File: config.mk
export PLATFORM = sky130hd
export DESIGN_NAME = l0_loader
export DESIGN_NICKNAME = d
export VERILOG_FILES = /design/src/rtl/l0_loader.sv
export SDC_FILE = /design/constraint.sdc
export NUM_CORES = 1
export LEC_CHECK = 0
export BUFFER_PORTS_ARGS = -buffer_cell sky130_fd_sc_hd__buf_2
export CORE_ASPECT_RATIO = 1.2
export CORE_MARGIN = 3
export CORE_UTILIZATION = 50
export DETAILED_ROUTE_END_ITERATION = 10
export GPL_ROUTABILITY_DRIVEN = 0
export PLACE_DENSITY = 0.72
export SLEW_MARGIN = 20
export SYNTH_ARGS = -nofsm -noshare
export SYNTH_HDL_FRONTEND = slang
export SYNTH_SLANG_ARGS = --single-unit
File: constraint.sdc
create_clock -name clk -period 1.6 [get_ports clk]
set_input_delay 0.16 -clock clk [delete_from_list [all_inputs] [get_ports clk]]
set_output_delay 0.16 -clock clk [all_outputs]
set_load 0.02 [all_outputs]
File: src/rtl/l0_loader.sv
// ---------------------------------------------------------------------------
// l0_loader
//
// Sequencing controller for the L0 input buffer. On `start` it reads `len`
// activation vectors from the activation SRAM into the L0 FIFO bank. It then
// issues `len` read requests toward the systolic array, gated by `ex_en`.
// Next it waits `row` cycles so the internally staggered last row can pop.
// Finally it pulses `done`. No data passes through this block: SRAM Q is
// wired straight to the L0 write port, and this block only sequences
// control.
//
// Parameters
//   row     number of L0 rows (FIFOs); sets the flush length
//   depth   L0 FIFO depth; the job length saturates to this value
//   addr_w  SRAM address width
//   len_w   width of `len` (must be able to hold `depth`)
//
// Ports
//   clk        in   single clock, rising edge
//   reset      in   asynchronous active-low reset
//   start      in   begin a job (accepted only in IDLE)
//   base_addr  in   first SRAM address, latched with start
//   len        in   number of vectors, latched with start
//   ex_en      in   array can accept a vector this cycle (DRAIN only)
//   l0_full    in   OR of the L0 FIFO full flags
//   sram_cen   out  SRAM chip enable, active-low
//   sram_wen   out  SRAM write enable, active-low, held high (read-only)
//   sram_addr  out  SRAM read address
//   l0_wr      out  L0 write strobe, aligned with SRAM read data
//   l0_rd      out  L0 row-0 read request
//   busy       out  high in every state except IDLE
//   done       out  one-cycle completion pulse
//   err        out  sticky overflow flag (write while full)
// ---------------------------------------------------------------------------
module l0_loader #(
  parameter int row    = 8,
  parameter int depth  = 64,
  parameter int addr_w = 11,
  parameter int len_w  = 7
) (
  input  logic              clk,
  input  logic              reset,
  input  logic              start,
  input  logic [addr_w-1:0] base_addr,
  input  logic [len_w-1:0]  len,
  input  logic              ex_en,
  input  logic              l0_full,
  output logic              sram_cen,
  output logic              sram_wen,
  output logic [addr_w-1:0] sram_addr,
  output logic              l0_wr,
  output logic              l0_rd,
  output logic              busy,
  output logic              done,
  output logic              err
);

  localparam int fcnt_w = (row > 1) ? $clog2(row) : 1;
  localparam logic [len_w-1:0]  depth_c    = len_w'(depth);
  localparam logic [fcnt_w-1:0] flush_last = fcnt_w'(row - 1);

  typedef enum logic [2:0] {
    IDLE,
    LOAD,
    LWAIT,
    DRAIN,
    FLUSH,
    DONE
  } state_t;

  state_t              state;
  logic [len_w-1:0]    n_r;      // effective job length, latched at start
  logic [len_w-1:0]    cnt;      // reads issued in LOAD, pulses issued in DRAIN
  logic [addr_w-1:0]   rd_addr;  // next SRAM address to issue
  logic [fcnt_w-1:0]   fcnt;     // flush down-counter
  logic [len_w-1:0]    len_eff;
  logic                cnt_last;

  // Clamp the requested length to what one FIFO can hold.
  function automatic logic [len_w-1:0] sat_len(input logic [len_w-1:0] l);
    return (l > depth_c) ? depth_c : l;
  endfunction

  always_comb begin
    len_eff  = sat_len(len);
    cnt_last = (cnt == (n_r - len_w'(1)));
  end

  // All outputs are registered from the state seen at the edge, so each
  // output trails the state it describes by one cycle. l0_wr is the
  // one-cycle-delayed SRAM read issue, matching the SRAM read latency.
  always_ff @(posedge clk or negedge reset) begin
    if (!reset) begin
      state     <= IDLE;
      n_r       <= '0;
      cnt       <= '0;
      rd_addr   <= '0;
      fcnt      <= '0;
      sram_cen  <= 1'b1;
      sram_wen  <= 1'b1;
      sram_addr <= '0;
      l0_wr     <= 1'b0;
      l0_rd     <= 1'b0;
      busy      <= 1'b0;
      done      <= 1'b0;
      err       <= 1'b0;
    end else begin
      sram_wen <= 1'b1;
      l0_wr    <= ~sram_cen;
      err      <= err | (l0_wr & l0_full);
      busy     <= (state != IDLE);
      done     <= (state == DONE);
      sram_cen <= 1'b1;
      l0_rd    <= 1'b0;

      case (state)
        IDLE: begin
          if (start) begin
            rd_addr <= base_addr;
            n_r     <= len_eff;
            cnt     <= '0;
            state   <= (len_eff != '0) ? LOAD : DONE;
          end
        end

        LOAD: begin
          sram_cen  <= 1'b0;
          sram_addr <= rd_addr;
          rd_addr   <= rd_addr + addr_w'(1);  // wraps modulo 2^addr_w
          cnt       <= cnt + len_w'(1);
          if (cnt_last) begin
            state <= LWAIT;
          end
        end

        // The last SRAM read's data is written into L0 during this cycle.
        LWAIT: begin
          cnt   <= '0;
          state <= DRAIN;
        end

        DRAIN: begin
          if (ex_en) begin
            l0_rd <= 1'b1;
            cnt   <= cnt + len_w'(1);
            if (cnt_last) begin
              fcnt  <= flush_last;
              state <= FLUSH;
            end
          end
        end

        // The read request ripples one row per cycle inside L0. Wait
        // until the last row has popped its final entry.
        FLUSH: begin
          fcnt <= fcnt - fcnt_w'(1);
          if (fcnt == '0) begin
            state <= DONE;
          end
        end

        DONE: begin
          state <= IDLE;
        end

        default: begin
          state <= IDLE;
        end
      endcase
    end
  end

endmodule
; Yosys cells after proc, flatten, opt, wreduce, memory -nomap -nowiden
; Index checks and enable logic that the tools add are counted.
[classes]
n_addsub = 4
magnitude_cmp = 1
eq_ne = 11
muxes = 19
bitwise = 3
reduce_logical = 12
[ops]
columns = cell, n
row1 = $pmux 7 s4, 1
row2 = $mux 3, 8
row3 = $pmux 11 s2, 1
row4 = $mux 7, 3
row5 = $pmux 3 s5, 1
row6 = $add 11x1->11 const B, 1
row7 = $mux 11, 1
row8 = $ne 2x2->1 const B, 5
row9 = $add 7x1->7 const B, 1
row10 = $eq 7x7->1, 1
row11 = $gt 7x7->1 const B, 1
row12 = $reduce_bool 7->1, 1
row13 = $sub 7x1->7 const B, 1
row14 = $eq 3x2->1 const B, 2
row15 = $eq 3x3->1 const B, 2
row16 = $logic_not 3->1, 2
row17 = $pmux 3 s2, 1
row18 = $reduce_and 3->1, 2
row19 = $reduce_and 5->1, 1
row20 = $reduce_and 2->1, 2
row21 = $reduce_bool 2->1, 2
row22 = $reduce_bool 4->1, 1
row23 = $eq 3x1->1 const B, 1
row24 = $mux 1, 3
row25 = other kinds (5), 5
[word_totals]
regBits = 48
input_bits = 23
output_inout_bits = 18
word_cells = 62

; Depth between registers and ports, before layout
[logic_depth]
depth_word = 6
ltp_mapped = 7
ltp_nobuf = 7

; Worst setup path before layout
; No wires, ideal clock.
[synth_timing]
path_type = reg-to-reg
from = reg n_r[0]
to = reg state[0]
arrival_time_ps = 1655
required_time_ps = 1476
setup_slack_ps = -179
stages_incl_launch_ff = 6
period_less_slack_ps = 1779
cell_sequence = dfrtp_1 or4_4 o21ai_0 o31a_1 o211ai_2 o31a_1
[synth_between]
elab_chain_len = 4
word_cells_on_any_way = 5
[synth_rtl]
columns = element, line_no
row1 = from (decl), 72  ; logic [len_w-1:0] n_r;
row2 = from (signal assigned), 120  ; n_r <= len_eff;
row3 = $sub 7x1->7 (*), 86  ; cnt_last = (cnt == (n_r - len_w'(1)));
row4 = $eq 7x7->1 (*), 86
row5 = $ne 2x2->1 (no source line), n/a
row6 = $reduce_and 5->1 (no source line) (*), n/a
row7 = to (signal assigned), 122  ; state <= (len_eff != '0) ? LOAD : DONE;
row8 = to (decl), 71  ; state_t state;
; Every way passes the cells marked *; elsewhere a longest branch is shown, timed or not.
; A chain may end at the register's enable or synchronous reset.

; Final worst setup path
; Ends and elaborated chain as after synthesis.

==> results.sh <==
export IMPL_hold_viol=0
export IMPL_mostFrequentLayoutCells="63 x nand2_1, 46 x dfrtp_1, 39 x buf_2"
export IMPL_routed_wl_met2_um=3140
export IMPL_drv_slew=0
export IMPL_violations="setup timing"
export IMPL_dp_hpwl_um=4250
export IMPL_drtIter0Drc=114
export IMPL_n_antenna_cell=0
export IMPL_final_common_cell="nand2_1"
export IMPL_setup_ws_ns=-0.270
export IMPL_ys_seq_elements=48
export IMPL_num_vias=2178
export IMPL_critical_path_required_ns=1.79
export IMPL_synth_area_um2=2420
export IMPL_rows=27
export IMPL_finalPower_mw=6.76
export IMPL_powerDensity_nw_per_um2=2160
export IMPL_antenna_left=0
export IMPL_wl_met1_um=2440
export IMPL_finClkSkew_ns=0.0139
export IMPL_place_area_um2=2860
export IMPL_syn_nets=298
export IMPL_grt_pass1_vias=2170
export IMPL_core_um2=4630
export IMPL_syn2layout_area_growth_pct=29.5
export IMPL_htree_levels=2
export IMPL_vias_per_cell=5.50
export IMPL_worst_slew_pin_slew_ns=0.515
export IMPL_tns_ns=-1.39
export IMPL_io_buffers=39
export IMPL_num_io_pins=41
export IMPL_cts_buffer_depth=2
export IMPL_r2r_end="state[0]$_DFFE_PN0P_"
export IMPL_synthCells=270
export IMPL_seq_area_frac_synth_pct=49.7
export IMPL_place_ws_ns=-0.294
export IMPL_drive_gt1_share_pct=30.8
export IMPL_cts_tree="done"
export IMPL_hold_end="err$_DFF_PN0_"
export IMPL_hp_start="l0_full"
export IMPL_cp_start_kind="flop"
export IMPL_irDropWorstVdd_mv=1.31
export IMPL_antenna_found_initial=0
export IMPL_grt_pass1_wl_um=9950
export IMPL_clkTransAtPathRegs_ns=0.09
export IMPL_ctsRootBufferMaster="clkbuf_8"
export IMPL_cp_end_kind="flop"
export IMPL_dieArea_um2=5710
export IMPL_setup_viol=7
export IMPL_max_slew_margin_rel_pct=65.6
export IMPL_nNetsFinal=365
export IMPL_rr_worst_depth=5
export IMPL_rrSetupSlack_ns=-0.27
export IMPL_critPathKind="reg2reg"
export IMPL_drtPass1Iterations=4
export IMPL_wirelength_um=5950
export IMPL_worstHoldPathType="in2reg"
export IMPL_initial_core_util_pct=52.3
export IMPL_drc=0
export IMPL_design_area_um2=3130
export IMPL_arrival_ns=2.06
export IMPL_grt_usage_pct=22.0
export IMPL_synth_top_flop_cell="dfrtp_1"
export IMPL_fin_crit_ns=1.87
export IMPL_cts_sinks=48
export IMPL_fmax_ghz=0.535
export IMPL_avgSynthCellArea_um2=8.96
export IMPL_clk_latency_ns=0.31
export IMPL_routed_top_layer="met4"
export IMPL_grt_max_degree=30
export IMPL_fp_dieW_um=69.5
export IMPL_cap_violations=0
export IMPL_hold_worst_slack_ns=0.0574
export IMPL_ys_types=43
export IMPL_period_share_pct=117
export IMPL_wl_per_cell_um=15.0
export IMPL_synth_edf_count=0
export IMPL_cts_buffers=5
export IMPL_async_reset_ff_share_pct=100
export IMPL_r2r_start="n_r[0]$_DFFE_PN0P_"
export IMPL_p_leak_nw=1.50
export IMPL_grt_setup_unrepaired="true"
export IMPL_cp_max_fo=6
export IMPL_min_path_cells=2
export IMPL_die_h_um=82.2
export IMPL_yosys_warnings=0
export IMPL_grt_overflow=0
export IMPL_route_met3_wl_um=219
export IMPL_outcome="complete, but fails checks"
[worst max-delay path: stages, from the launching register on]
cell and delay, ns:
dfrtp_1 0.41, or4_4 0.56, o21ai_2 0.15, o31a_1 0.21, o211ai_4 0.13, o31a_1 0.30
[worst max path at each step]
stage                             from                   end  slack [ns]  depth (start not counted)
CTS                 n_r[3]$_DFFE_PN0P_  state[0]$_DFFE_PN0P_       -0.25                          5
detailed placement  n_r[1]$_DFFE_PN0P_  state[0]$_DFFE_PN0P_       -0.29                          5
global placement    n_r[0]$_DFFE_PN0P_  state[0]$_DFFE_PN0P_       -0.24                          7
floorplan           n_r[0]$_DFFE_PN0P_  state[1]$_DFFE_PN0P_       -0.16                          5
finish              n_r[0]$_DFFE_PN0P_  state[0]$_DFFE_PN0P_       -0.27                          5
global route        n_r[1]$_DFFE_PN0P_  state[1]$_DFFE_PN0P_       -0.35                          7
[power breakdown]
part	switching (mW)	internal [mW]	leakage [nW]
logic	2.08	1.62	0.905
registers	0.444	1.73	0.543
clock network	0.429	0.463	0.0541
[area by class of cell]
cell class,instances,area (um2)
clock inverter,3,42.5
multi-input combinational,199,1250
tap,58,72.6
sequential,48,1200
fill,371,1500
inverter,13,48.8
clock buffer,5,68.8
timing repair buffer,70,447
[Yosys cell counts (3+ instances only)]
cell type / number / area [um2]
nand2_1: 64 / 240
dfrtp_1: 47 / 1180
o21ai_0: 20 / 100
nor2_1: 16 / 60.1
inv_1: 12 / 45.0
nand3_1: 12 / 60.1
a21oi_1: 10 / 50.1
nor3_1: 8 / 40.0
clkbuf_1: 7 / 26.3
xnor2_1: 7 / 61.3
a211oi_1: 6 / 45.0
nand3b_1: 6 / 45.0
and3_1: 5 / 31.3
ha_1: 5 / 62.6
nor2b_1: 4 / 25.0
o31ai_1: 4 / 30.0
o22ai_1: 3 / 18.8
[timing repair]
action                                  4_1_cts  5_1_grt
hold endpoints to repair                     19        0
hold buffers                                  1        0
setup buffers                                 1        2
pin swaps                                     5        8
endpoints found under the setup margin        8       18
gates resized for setup                      14       13
[logic make-up (layout without fill, tap and decap cells)]
family / count (synthesis) / after routing / share of synthesized area (%)
flip-flops: 48 / 48 / 49.7
buffers and inverters: 23 / 91 / 3.88
AO/OA/AOI/OAI: 56 / 56 / 14.7
other: 1 / 1 / 0.155
multiplexers: 1 / 1 / 0.414
XOR/XNOR: 8 / 8 / 2.90
AND/OR/NAND/NOR: 128 / 128 / 25.6
adder cells (fa/ha/maj): 5 / 5 / 2.59
[metal layers]
layer / vias to the layer above / global-route usage (%)
met5: - / 0
met2: 45 / 41.6
met4: 0 / 8.79
met3: 15 / 4.60
li1: 1070 / -
met1: 1048 / 24.4
[metrics by stage]
step	std cells	utilization [%]
after floorplan	270	-
after detailed placement	384	61.8
final	396	67.7
after global routing	396	67.7
after global placement	384	61.8
after CTS	394	66.5
[state kept, by name, summed over array words and instances, names as in the netlist]
| register | cells |
|---|---|
| rd_addr | 11 |
| sram_addr | 11 |
| cnt | 7 |
| n_r | 7 |
| fcnt | 3 |
| state | 3 |
| busy | 1 |
| done | 1 |
| err | 1 |
| l0_rd | 1 |
| l0_wr | 1 |
| sram_cen | 1 |
(Power assumes the default switching activity.)
